===== src/rtl/imem_port_arbiter.sv =====
// imem_port_arbiter: shares one single-port imem array between the core fetch port and the loader port.
// Latency: grant is combinational in the request cycle; rvalid/rdata/err follow exactly 1 cycle later.
// Backpressure: requesters hold req until gnt; loader wins ties, fetch is forced after MAX_LD_BURST loader grants.
// Option: define IMEM_WR_LOCK_EN to lock out loader writes from the first fetch grant after reset.
// Ports: clk/rst; fetch port i_fetch_* / o_fetch_*; loader port i_ld_* / o_ld_*; array port o_mem_* / i_mem_rdata.
module imem_port_arbiter #(
   parameter int          MEM_DEPTH    = 2048,
   parameter int          AW           = $clog2(MEM_DEPTH),
   parameter int          MAX_LD_BURST = 4,
   parameter logic [31:0] NOP_INSTR    = 32'h0000_0013
) (
   input  logic          clk,
   input  logic          rst,
   input  logic          i_fetch_req,
   input  logic [31:0]   i_fetch_addr,
   output logic          o_fetch_gnt,
   output logic          o_fetch_rvalid,
   output logic [31:0]   o_fetch_rdata,
   output logic          o_fetch_err,
   input  logic          i_ld_req,
   input  logic          i_ld_we,
   input  logic [31:0]   i_ld_addr,
   input  logic [31:0]   i_ld_wdata,
   output logic          o_ld_gnt,
   output logic          o_ld_rvalid,
   output logic [31:0]   o_ld_rdata,
   output logic          o_ld_err,
   output logic          o_mem_en,
   output logic          o_mem_we,
   output logic [AW-1:0] o_mem_addr,
   output logic [31:0]   o_mem_wdata,
   input  logic [31:0]   i_mem_rdata
);

   localparam int            CW        = $clog2(MAX_LD_BURST + 1);
   localparam logic [CW-1:0] BURST_MAX = CW'(MAX_LD_BURST);
   localparam logic [31:0]   DEPTH_W   = 32'(MEM_DEPTH);

   // response tag: which port owns the array output in the current cycle
   localparam logic [1:0] TAG_NONE  = 2'd0;
   localparam logic [1:0] TAG_FETCH = 2'd1;
   localparam logic [1:0] TAG_LOAD  = 2'd2;

   logic [CW-1:0] burst_cnt;
   logic [1:0]    tag;
   logic          rsp_err;
   logic          rsp_rd;      // loader response carries array read data
   logic          fetch_legal;
   logic          ld_legal;
   logic          fetch_wins;
   logic          ld_do;       // loader access actually reaches the array
   logic          wr_block;

   assign fetch_legal = (i_fetch_addr[1:0] == 2'b00) && ({2'b00, i_fetch_addr[31:2]} < DEPTH_W);
   assign ld_legal    = (i_ld_addr[1:0] == 2'b00) && ({2'b00, i_ld_addr[31:2]} < DEPTH_W);

   // Fetch only takes a contested cycle once the loader has used up its burst allowance.
   assign fetch_wins  = i_fetch_req && (!i_ld_req || (burst_cnt == BURST_MAX));

   // No grants while in reset, so nothing touches the array and no response is queued.
   assign o_fetch_gnt = !rst && fetch_wins;
   assign o_ld_gnt    = !rst && i_ld_req && !fetch_wins;

`ifdef IMEM_WR_LOCK_EN
   logic wr_lock;

   always_ff @(posedge clk) begin
      if (rst) begin
         wr_lock <= 1'b0;
      end else if (o_fetch_gnt) begin
         wr_lock <= 1'b1;
      end
   end

   assign wr_block = wr_lock && i_ld_we;
`else
   assign wr_block = 1'b0;
`endif

   assign ld_do       = o_ld_gnt && ld_legal && !wr_block;
   assign o_mem_en    = (o_fetch_gnt && fetch_legal) || ld_do;
   assign o_mem_we    = ld_do && i_ld_we;
   assign o_mem_addr  = o_fetch_gnt ? i_fetch_addr[AW+1:2] : i_ld_addr[AW+1:2];
   assign o_mem_wdata = i_ld_wdata;

   always_ff @(posedge clk) begin
      if (rst) begin
         tag       <= TAG_NONE;
         rsp_err   <= 1'b0;
         rsp_rd    <= 1'b0;
         burst_cnt <= '0;
      end else begin
         rsp_err <= o_fetch_gnt ? !fetch_legal : (o_ld_gnt && (!ld_legal || wr_block));
         rsp_rd  <= ld_do && !i_ld_we;

         if (o_fetch_gnt) begin
            tag <= TAG_FETCH;
         end else if (o_ld_gnt) begin
            tag <= TAG_LOAD;
         end else begin
            tag <= TAG_NONE;
         end

         // Counts loader grants taken while fetch is waiting; any fetch grant or idle fetch restarts it.
         if (!i_fetch_req || o_fetch_gnt) begin
            burst_cnt <= '0;
         end else if (o_ld_gnt && (burst_cnt != BURST_MAX)) begin
            burst_cnt <= burst_cnt + CW'(1);
         end
      end
   end

   assign o_fetch_rvalid = (tag == TAG_FETCH);
   assign o_fetch_err    = o_fetch_rvalid && rsp_err;
   assign o_fetch_rdata  = !o_fetch_rvalid ? 32'h0 : (rsp_err ? NOP_INSTR : i_mem_rdata);

   assign o_ld_rvalid    = (tag == TAG_LOAD);
   assign o_ld_err       = o_ld_rvalid && rsp_err;
   assign o_ld_rdata     = (o_ld_rvalid && rsp_rd) ? i_mem_rdata : 32'h0;

endmodule


===== config.mk =====
export PLATFORM = sky130hd
export DESIGN_NAME = imem_port_arbiter
export DESIGN_NICKNAME = d
export VERILOG_FILES = /design/src/rtl/imem_port_arbiter.sv
export SDC_FILE = /design/constraint.sdc
export NUM_CORES = 1
export LEC_CHECK = 0
export BUFFER_PORTS_ARGS = -buffer_cell sky130_fd_sc_hd__buf_2
export CORE_AREA = 2 2 95 97
export CTS_CLUSTER_SIZE = 14
export DETAILED_ROUTE_END_ITERATION = 7
export DIE_AREA = 0 0 97 99
export PLACE_DENSITY = 0.57
export SLEW_MARGIN = 0
export SYNTH_ARGS = -nofsm -noshare
export SYNTH_HDL_FRONTEND = slang
export SYNTH_SLANG_ARGS = --single-unit

===== constraint.sdc =====
create_clock -name clk -period 2.8 [get_ports clk]
set_input_delay 0.28 -clock clk [delete_from_list [all_inputs] [get_ports clk]]
set_output_delay 0.28 -clock clk [all_outputs]
set_load 0.005 [all_outputs]

==> impl_metrics.yaml <==
grt:
  grt_max_degree: 35
  grt-busiest-layer: "met2"
  grt_use_total_pct: 10.0
  antenna_found_initial: 0
  grt_pass1_vias: 1690
  use_met2_pct: 19.3
  grt_overflow_total: 0
  grtUsageMet1_pct: 10.0
  grt_pass1_wl_um: 7890
  use_met3_pct: 4.18
placement:
  pre_cts_ws_ns: 0.664
  gp_congestion: 0.766
  dpl.hpwl_um: 4440
  port_buffers: 183
route:
  drt-total-wl_um: 5140
  vias_per_cell: 4.17
  drtPass1Iterations: 4
  drc: 0
  wire_per_inst_um: 12.1
  ant_nets: 0
  drtIter0Drc: 18
  vias: 1773
sta:
  timing.hold.ws_ns: 0.244
  fin_crit_ns: 2.39
  period_share_pct: 85.4
  fin_skew_ns: 0.00137
  setup_viol: 0
  relSlewSlack_pct: 36.8
  rsz0062_at_grt: "false"
  worstMarginPinSlew_ns: 0.947
  setup_tns_ns: 0
  final_hold_viol_count: 0
  timing.final.ws_setup_ns: 0.410
  report.final.slew_viol_count: 0
  fmax_ghz: 0.418
pwr:
  p_per_area_nw_per_um2: 192
  p_leak_nw: 1.35
  vdd_ir_drop_max_mv: 0.150
logic_synthesis:
  ys_seq_area_share_pct: 11.2
  synth_seq_cells: 7
  yosys_warnings: 0
  synth.cell_area_um2: 1250
  netlist_instances: 170
  mappedNetlistNets: 305
  avgSynthCellArea_um2: 7.37
  synth.distinct_cells: 29
final_layout:
  diodes: 0
  layout-drive-gt1-share_pct: 65.3
  layout-area-overhead-vs-synth_pct: 66.1
  layout_common_cells: "buf_2, and2_1, and3_1, mux2_2, nor2_1"
  final_common_cell: "buf_2"
  final_nets: 453
clocking:
  cts.sinks: 7
  cts.htree.levels: 1
  post_cts_resized: 0
  cts_tree: "built"
  ctsHoldBuffers: 0
  cts_root_buffer: "clkbuf_8"
  path_clk_slew_ns: 0.04
  insertion_delay_ns: 0.23
  cts_buffer_depth: 2
  cts_buffers: 3
  post_cts_buffers: 0
floorplanning:
  die_area_um2: 9600
  rows: 34
  initial_core_util_pct: 14.6
  ioPinCount: 248
  dieHeight_um: 99
  coreArea_um2: 8550
  die_x_um: 97
worst_setup_path:
  critPathArrivalTime_ns: 2.11
  startpoint_type: "register"
  crit_required_ns: 2.52
  critical_path_class: "reg2out"
  critPathMaxFanout: 13
  end_kind: "output port"
outcome:
  status: "finished, final reports clean"
hold_path:
  hp-class: "in2reg"
flow_run:
  maxCapViolations: 0
metal layers:
metal	up-vias	share of wire, %
li1	841	-
met1	778	34
met2	146	52
met3	8	14
met4	0	1.2
met5	-	0
cell families (layout without fill, tap and decap cells):
family / after synthesis / after routing / share of synthesized area (%)
compound gates: 3 / 3 / 2.30
fa+ha+maj: 2 / 2 / 2.00
buf+inv: 46 / 193 / 24.0
flops: 7 / 7 / 11.2
mux: 12 / 12 / 10.7
simple gates: 100 / 100 / 49.9
report_power, final:
| part | total [mW] | leakage (nW) | internal [mW] | switching, mW |
|---|---|---|---|---|
| Sequential | 0.107 | 0.0573 | 0.104 | 0.00352 |
| Clock | 0.141 | 0.0228 | 0.0984 | 0.0427 |
| Combinational | 0.151 | 1.27 | 0.0879 | 0.0627 |
per-stage QoR:
stage	cells	util [%]	power [mW]	area, um2
floorplan	170	-	0.191	1250
global placement	421	23.8	0.258	2040
detailed placement	421	23.8	0.260	2040
CTS	425	24.3	0.406	2080
global route	425	24.3	0.425	2080
finish	425	24.3	0.399	2080
worst paths after layout:
path,to,cells past startpoint,start,slack [ns]
worst max-delay path,o_mem_addr[5],7,burst_cnt[0],0.41
worst min-delay path,rsp_rd,2,i_ld_we,0.24
worst max register to register,rsp_err,5,burst_cnt[0],1.50
worst min register to register,burst_cnt[0],1,burst_cnt[0],0.46
final cells by class:
| cell class | instances | area [um2] |
|---|---|---|
| clock buffers | 4 | 45.0 |
| fillers | 946 | 6470 |
| inverters | 4 | 15.0 |
| multi-input cells | 117 | 815 |
| flip-flops and latches | 7 | 140 |
| well taps | 108 | 135 |
| repair buffers | 185 | 931 |
critical path: stages, from the launching register on:
cell     delay, ns
dfxtp_1       0.32
inv_1         0.06
ha_1          0.18
nand2_1       0.09
a21bo_2       0.24
nor2_2        0.45
mux2_2        0.41
buf_2         0.13
cells in the mapped netlist:
master	number	area share, %
a21bo_2	1	0.80
a22o_2	1	0.80
and2_1	33	16
and3_1	32	16
and3_2	1	0.60
and4_1	1	0.70
buf_4	32	19
buf_6	1	0.90
clkbuf_1	9	2.7
dfxtp_1	7	11
ha_1	2	2.0
inv_1	4	1.2
mux2_2	11	9.9
mux2i_1	1	0.80
nand2_1	2	0.60
nand2b_1	1	0.50
nand3_1	1	0.40
nand4_1	2	1.0
nor2_1	10	3.0
nor2_2	1	0.50
nor2b_1	2	1.0
nor3_1	2	0.80
nor3b_1	1	0.60
nor3b_2	1	1.0
nor4_1	7	3.5
nor4_4	1	1.7
o32ai_1	1	0.70
or4_1	1	0.60
or4_4	1	0.90
registers in the layout (all words and copies together) (netlist names):
register / flops
burst_cnt: 3
tag: 2
rsp_err: 1
rsp_rd: 1
(Power assumes the default switching activity.)
